File: config.mk
export PLATFORM = sky130hd
export DESIGN_NAME = serial_adder_hex
export DESIGN_NICKNAME = d
export VERILOG_FILES = /design/src/rtl/serial_adder_hex.sv
export SDC_FILE = /design/constraint.sdc
export NUM_CORES = 1
export LEC_CHECK = 0
export CORE_MARGIN = 1
export CORE_UTILIZATION = 53
export DETAILED_ROUTE_END_ITERATION = 6
export PLACE_DENSITY = 0.8
export SYNTH_ARGS = -nofsm -noshare
export SYNTH_HDL_FRONTEND = slang
export SYNTH_SLANG_ARGS = --single-unit
File: constraint.sdc
create_clock -name clk -period 5.4 [get_ports clk]
set_input_delay 1.62 -clock clk [delete_from_list [all_inputs] [get_ports clk]]
set_output_delay 1.62 -clock clk [all_outputs]
set_load 0.02 [all_outputs]
File: src/rtl/serial_adder_hex.sv
// serial_adder_hex: multi-cycle add/subtract unit that processes BITS_PER_CYCLE
// bits per clock through one registered carry, then latches the result and
// drives active-low seven-segment digits (result nibbles plus a carry digit).
//
// Ports:
//   clk    - system clock, all state on posedge
//   rst_n  - asynchronous active-low reset
//   start  - operation request, sampled only while idle
//   sub    - 0 = a + b + cin, 1 = a - b
//   a, b   - operands, captured on an accepted start
//   cin    - carry-in for add, ignored for subtract
//   busy   - high while beats are being processed
//   done   - one-cycle pulse, results valid from this cycle
//   sum    - latched result (modulo 2^WIDTH)
//   cout   - carry out; for subtract 1 means no borrow
//   ovf    - signed overflow
//   seg    - active-low gfedcba digits, nibble i at seg[7*i+6:7*i], cout on top digit
module serial_adder_hex #(
    parameter int WIDTH          = 8,
    parameter int BITS_PER_CYCLE = 1
) (
    input  logic                       clk,
    input  logic                       rst_n,
    input  logic                       start,
    input  logic                       sub,
    input  logic [WIDTH-1:0]           a,
    input  logic [WIDTH-1:0]           b,
    input  logic                       cin,
    output logic                       busy,
    output logic                       done,
    output logic [WIDTH-1:0]           sum,
    output logic                       cout,
    output logic                       ovf,
    output logic [7*(WIDTH/4+1)-1:0]   seg
);
    localparam int NDIG = WIDTH / 4 + 1;
    localparam int BPC  = BITS_PER_CYCLE;
    localparam int N    = WIDTH / BPC;
    localparam int CW   = N > 1 ? $clog2(N) : 1;

    typedef enum logic [1:0] {IDLE, RUN, DONE} state_t;

    state_t              r_state;
    logic [WIDTH-1:0]    r_a;
    logic [WIDTH-1:0]    r_b;
    logic [WIDTH-1:0]    r_res;
    logic                r_carry;
    logic [CW-1:0]       r_cnt;
    logic                r_busy;
    logic                r_done;
    logic [WIDTH-1:0]    r_sum;
    logic                r_cout;
    logic                r_ovf;
    logic [7*NDIG-1:0]   r_seg;

    logic [BPC:0]        w_c;
    logic [BPC-1:0]      w_beat;
    logic [WIDTH+BPC-1:0] w_cat;
    logic [WIDTH-1:0]    w_next_res;
    logic [7*NDIG-1:0]   w_seg;

    function automatic logic [6:0] hex7(input logic [3:0] n);
        case (n)
            4'h0: hex7 = 7'h40;
            4'h1: hex7 = 7'h79;
            4'h2: hex7 = 7'h24;
            4'h3: hex7 = 7'h30;
            4'h4: hex7 = 7'h19;
            4'h5: hex7 = 7'h12;
            4'h6: hex7 = 7'h02;
            4'h7: hex7 = 7'h78;
            4'h8: hex7 = 7'h00;
            4'h9: hex7 = 7'h10;
            4'hA: hex7 = 7'h08;
            4'hB: hex7 = 7'h03;
            4'hC: hex7 = 7'h46;
            4'hD: hex7 = 7'h21;
            4'hE: hex7 = 7'h06;
            default: hex7 = 7'h0E;
        endcase
    endfunction

    // Ripple through the beat's bits; on the final beat w_c[BPC-1] is the carry
    // into the word MSB and w_c[BPC] the carry out of it.
    always_comb begin
        w_c    = '0;
        w_beat = '0;
        w_c[0] = r_carry;
        for (int i = 0; i < BPC; i++) begin
            w_beat[i] = r_a[i] ^ r_b[i] ^ w_c[i];
            w_c[i+1]  = (r_a[i] & r_b[i]) | (w_c[i] & (r_a[i] ^ r_b[i]));
        end
    end

    // Beat bits enter the result from the MSB end, so after N beats the word is aligned.
    assign w_cat      = {w_beat, r_res} >> BPC;
    assign w_next_res = w_cat[WIDTH-1:0];

    always_comb begin
        w_seg = '0;
        for (int i = 0; i < NDIG - 1; i++)
            w_seg[7*i +: 7] = hex7(w_next_res[4*i +: 4]);
        w_seg[7*(NDIG-1) +: 7] = w_c[BPC] ? 7'h79 : 7'h40;
    end

    always_ff @(posedge clk or negedge rst_n) begin
        if (!rst_n) begin
            r_state <= IDLE;
            r_a     <= '0;
            r_b     <= '0;
            r_res   <= '0;
            r_carry <= 1'b0;
            r_cnt   <= '0;
            r_busy  <= 1'b0;
            r_done  <= 1'b0;
            r_sum   <= '0;
            r_cout  <= 1'b0;
            r_ovf   <= 1'b0;
            r_seg   <= {NDIG{7'h40}};
        end else begin
            r_done <= 1'b0;
            case (r_state)
                IDLE: if (start) begin
                    r_a     <= a;
                    r_b     <= sub ? ~b : b;
                    r_carry <= sub | cin;
                    r_cnt   <= CW'(N - 1);
                    r_busy  <= 1'b1;
                    r_state <= RUN;
                end
                RUN: begin
                    r_a     <= r_a >> BPC;
                    r_b     <= r_b >> BPC;
                    r_carry <= w_c[BPC];
                    r_res   <= w_next_res;
                    r_cnt   <= r_cnt - CW'(1);
                    if (r_cnt == '0) begin
                        r_state <= DONE;
                        r_busy  <= 1'b0;
                        r_done  <= 1'b1;
                        r_sum   <= w_next_res;
                        r_cout  <= w_c[BPC];
                        r_ovf   <= w_c[BPC] ^ w_c[BPC-1];
                        r_seg   <= w_seg;
                    end
                end
                default: r_state <= IDLE;
            endcase
        end
    end

    assign busy = r_busy;
    assign done = r_done;
    assign sum  = r_sum;
    assign cout = r_cout;
    assign ovf  = r_ovf;
    assign seg  = r_seg;
endmodule
# ---- Word-level counts from Yosys, hierarchy flattened
# Memories as Yosys holds them, arrays and structs flattened. A register that Yosys moved wholly into a read port is not among the register bits.
# Index checks and enable logic that the tools add are counted.
dict set report classes {
  mux 18
  add_sub_neg 1
  n_bitwise 8
  n_eq_ne 3
  n_reduce_logical 9
}
# cell count
set op_table {}
lappend op_table {{8-bit one-hot mux with 2 select lines} 2}
lappend op_table {{8-bit two-way mux} 3}
lappend op_table {{8-bit inverter} 1}
lappend op_table {{6-bit two-way mux} 1}
lappend op_table {{3-bit one-hot mux with 2 select lines} 1}
lappend op_table {{2-bit AND reduction} 3}
lappend op_table {{1-bit two-way mux} 5}
lappend op_table {{2-bit two-way mux} 2}
lappend op_table {{2-bit != test, second input constant} 2}
lappend op_table {{1-bit one-hot mux with 2 select lines} 2}
lappend op_table {{2-bit one-hot mux with 2 select lines} 1}
lappend op_table {{3-bit logical NOT} 1}
lappend op_table {{3-bit two-way mux} 1}
lappend op_table {{3-bit AND reduction} 1}
lappend op_table {{3-bit by 1-bit subtractor with 3-bit output, second input constant} 1}
lappend op_table {{1-bit XOR} 3}
lappend op_table {{1-bit bitwise AND} 2}
lappend op_table {{2-bit by 1-bit == test with 1-bit output, second input constant} 1}
lappend op_table {{1-bit logical NOT} 2}
lappend op_table {{2-bit logical NOT} 1}
lappend op_table {{1-bit bitwise OR} 2}
lappend op_table {{2-bit nonzero test} 1}
dict set report word_totals {
  output_inout_bits 33
  input_bits 21
  mem_count 2
  rom_bits 224
  regBits 63
  word_cells 53
}
# memory words word_bits rd rd_ports_with_merged_regs write_ports line_no
set memory_table {}
lappend memory_table {{(name not given)} 16 7 1 1 0 63} ;# case (n)
lappend memory_table {{(name not given)} 16 7 1 1 0 63}

# ---- Depth between registers and ports, before layout
dict set report depth {
  ltp_word 4
  ltp_mapped 7
  mapped_depth_nobuf 5
}

# ---- Worst setup path after synthesis
# No wires, ideal clock.
dict set report synth_timing {
  path_kind {input to register}
  startpoint {input port sub}
  endpoint {register r_carry}
  required_time_ns 5.267
  setup_slack_ns 2.990
  setup_ns 0.133
  cell_stages 4
  arrival_ns 2.277
  cell_sequence {buf_2 or2_2 a21oi_1 o21ai_0}
}
dict set report synth_between {
  elab_chain_cells 3
}
# item line_no
set synth_lines {}
lappend synth_lines {{start: declaration} 25} ;# input logic sub,
lappend synth_lines {{1-bit bitwise OR} 126} ;# r_carry <= sub | cin;
lappend synth_lines {{1-bit two-way mux} 123} ;# IDLE: if (start) begin
lappend synth_lines {{1-bit one-hot mux with 2 select lines} 122} ;# case (r_state)
lappend synth_lines {{end signal: assignment} 126}
lappend synth_lines {{end signal: assignment} 134} ;# r_carry <= w_c[BPC];
lappend synth_lines {{end: declaration} 47} ;# logic r_carry;
# No other way between the ends. The select of a mux whose other input is x is not followed.
# A chain may end at the register's enable or synchronous reset.

# ---- Worst setup path in the final report
dict set report layout_timing {
  startpoint {input port start}
  endpoint {register r_a[0]}
}
dict set report layout_between {
  elab_chain_cells 2
}
# item line_no
set layout_lines {}
lappend layout_lines {{start: declaration} 24} ;# input logic start,
lappend layout_lines {{2-bit != test (no line)} --}
lappend layout_lines {{2-bit AND reduction (no line)} --}
lappend layout_lines {{end signal: assignment} 132} ;# r_a <= r_a >> BPC;
lappend layout_lines {{end: declaration} 44} ;# logic [WIDTH-1:0] r_a;
# No other way between the ends.

==> results_dict.tcl <==
set metrics [dict create \
    p_sw_share_pct 39.8 \
    place_ws_ns 1.42 \
    synth_area_mm2 0.00305 \
    drv_cap 0 \
    seq_area_mm2 0.00138 \
    power_frac_comb_pct 49.9 \
    max_freq_ghz 0.270 \
    tightestPinTransition_ns 1.26 \
    start_kind "input port" \
    ant_nets 0 \
    fin_skew_ns 0.00398 \
    core_mm2 0.00554 \
    postCtsHoldBufs 0 \
    pwr-share-seq_pct 38.1 \
    dp_hpwl_um 3570 \
    outcome "finished clean" \
    hp-class "flop to flop" \
    multi_input_area_mm2 0.00145 \
    rsz0062_at_grt "no" \
    grt_pass1_vias 2043 \
    clock_path_buffers 2 \
    numPortBuffers 50 \
    firstDrtPassIters 4 \
    synth_ff_type "dfrtp_1" \
    postCtsSetupRepairBufs 0 \
    final_core_utilization_pct 64.5 \
    drive_above_1_share_pct 10.9 \
    finalHoldViolCount 0 \
    slew_headroom_pct 15.9 \
    wl_um 5390 \
    syn_avg_cell_area_um2 10.6 \
    fill_cells 466 \
    io_pins 54 \
    wl_per_cell_um 13.7 \
    crit_type "input port to flop" \
    synth.top_cell.area_share_pct 43.5 \
    synth-edff-count 0 \
    grt.total_usage_pct 19.8 \
    clock_sinks 55 \
    grt_overflow 0 \
    drtIter0Drc 96 \
    p_leak_nw 1.56 \
    cts_root_buf "clkbuf_8" \
    via_per_inst 5.46 \
    synthArstFlopShare_pct 100 \
    drc 0 \
    synth.most_common_cell "dfrtp_1" \
    clkTransAtPathRegs_ns 0.09 \
    start_util_pct 55.0 \
    setup_tns_ns 0 \
    critical_path.max_fanout 19 \
    switchingPower_uw 818 \
    cts_buffers 5 \
    end_kind "flop" \
    ys_warn_count 0 \
    yosysTopAreaCell "dfrtp_1" \
    via_count 2144 \
    setup-violations-final 0 \
    synth_commonest_cells "53 x dfrtp_1, 26 x a21oi_1, 22 x o21ai_0" \
    rows 27 \
    synthTopCellsByArea "dfrtp_1 44%, ha_1 6.6%, mux2_2 6.3%" \
    grt_max_degree 56 \
    yosys_register_bits 55 \
    layout.nets 358 \
    min_period_ns 3.71 \
    cp.required_ns 5.63 \
    dpl_cell_area_mm2 0.00347 \
    diodes 0 \
    htreeDepth 2 \
    grt_first_pass_wirelength_um 9410 \
    antenna_found_initial 0 \
    ys_seq_area_share_pct 45.2 \
    finalCritPeriodShare_pct 68.6 \
    powerDensity_mw_per_mm2 575 \
    peakVddDrop_mv 0.265 \
    final_area_mm2 0.00357 \
    synth_cells 288 \
    setup_slack_ns 1.69 \
    ys_types 38 \
    dieHeight_um 77.8 \
    die_x_um 77.8 \
    syn_to_final_growth_pct 17.2 \
    clkLatencyLatePin_ns 0.30 \
    dp_cells 385 \
    place_congestion 0.740 \
    cts_tree "yes" \
    worstPathArrival_ns 3.94 \
    intPower_mw 1.24 \
    cts_resized 0 \
    fp.dieArea_mm2 0.00606 \
    p_clk_share_pct 12.0 \
    fin_cells 393 \
    finalMaxSlewViolations 0 \
]
[registers in the layout, summed over array words and instances (netlist names)]
| register | count |
|---|---|
| done | 1 |
| r_state | 2 |
| ovf | 1 |
| seg | 15 |
| r_res | 7 |
| r_carry | 1 |
| r_b | 8 |
| r_a | 8 |
| r_cnt | 3 |
| sum | 8 |
| busy | 1 |
[path summary, 6_finish.rpt]
kind	from	to	slack, ns	cells past startpoint
worst max-delay path	start	r_a[0]	1.69	4
worst min-delay path	sum[6]	sum[6]	0.50	1
worst max register to register	r_a[0]	seg[10]	3.10	3
worst min register to register	sum[6]	sum[6]	0.50	1
max in group asynchronous	rst_n	r_cnt[2]	3.50	2
min in group asynchronous	rst_n	seg[8]	1.43	2
[through the flow]
step	total power [mW]	hold slack (ns)
2_1_floorplan	1.53	0.462
3_3_place_gp	1.78	0.470
3_5_place_dp	1.82	0.487
4_1_cts	2.07	0.508
5_1_grt	2.22	0.532
6_report	2.05	0.500
[layout make-up]
cell class              count  area share [%]
inverters                  12            1.26
repair buffers             52            14.3
multi-input cells         194            40.5
clock buffers               8            2.80
well taps                  72            2.52
flip-flops and latches     55            38.6
[per-layer routing]
metal	wire length [um]	vias to the layer above	global-route usage (%)	part of all wire, %
met5	0	-	0	0
met4	65	0	6.60	1.2
met3	185	6	3.88	3.4
met2	2580	47	31.8	48
met1	2560	1047	26.8	47
li1	-	1044	-	-
[cell families after synthesis]
family / Yosys count / synth area share (%)
AOI/OAI and AO/OA: 81 / 15.8
xor gates and xnor gates: 10 / 2.87
adders and majority gates: 17 / 7.22
buffers and inverters: 40 / 7.51
DFF: 55 / 45.2
muxes: 27 / 10.8
other: 2 / 0.246
and+or+nand+nor: 56 / 10.4
[power groups by stage]
stage / sequential, mW / combinational, mW / clock (mW)
global placement: 0.785 / 1.00 / 0
finish: 0.783 / 1.03 / 0.246
CTS: 0.785 / 1.03 / 0.256
floorplan: 0.821 / 0.706 / 0
detailed placement: 0.795 / 1.03 / 0
global route: 0.817 / 1.14 / 0.266
[critical path: stages]
cell	delay, ns
clkdlybuf4s50_1	0.85
nor2b_1	1.06
a21oi_1	0.23
o21ai_1	0.17
[layout by cell type (no fill, tap or decap), types with 2 or more instances in the layout]
| master | instances |
|---|---|
| mux2_2 | 17 |
| nand2b_1 | 3 |
| nor3_1 | 2 |
| mux4_2 | 2 |
| a21oi_1 | 26 |
| ha_1 | 16 |
| mux2i_1 | 5 |
| a31oi_1 | 4 |
| and2b_1 | 6 |
| mux2_4 | 2 |
| nand3b_1 | 3 |
| o21ai_0 | 22 |
| nor2_1 | 12 |
| nand3_1 | 2 |
| dfrtp_1 | 53 |
| xor2_1 | 9 |
| o21a_1 | 2 |
| clkbuf_8 | 7 |
| nand2_1 | 8 |
| dfstp_2 | 2 |
| conb_1 | 3 |
| o221ai_1 | 3 |
| inv_1 | 12 |
| clkdlybuf4s50_1 | 49 |
| a22oi_1 | 19 |
| o21ai_1 | 3 |
| nor2b_1 | 16 |
| buf_4 | 2 |
(Power assumes the default switching activity.)
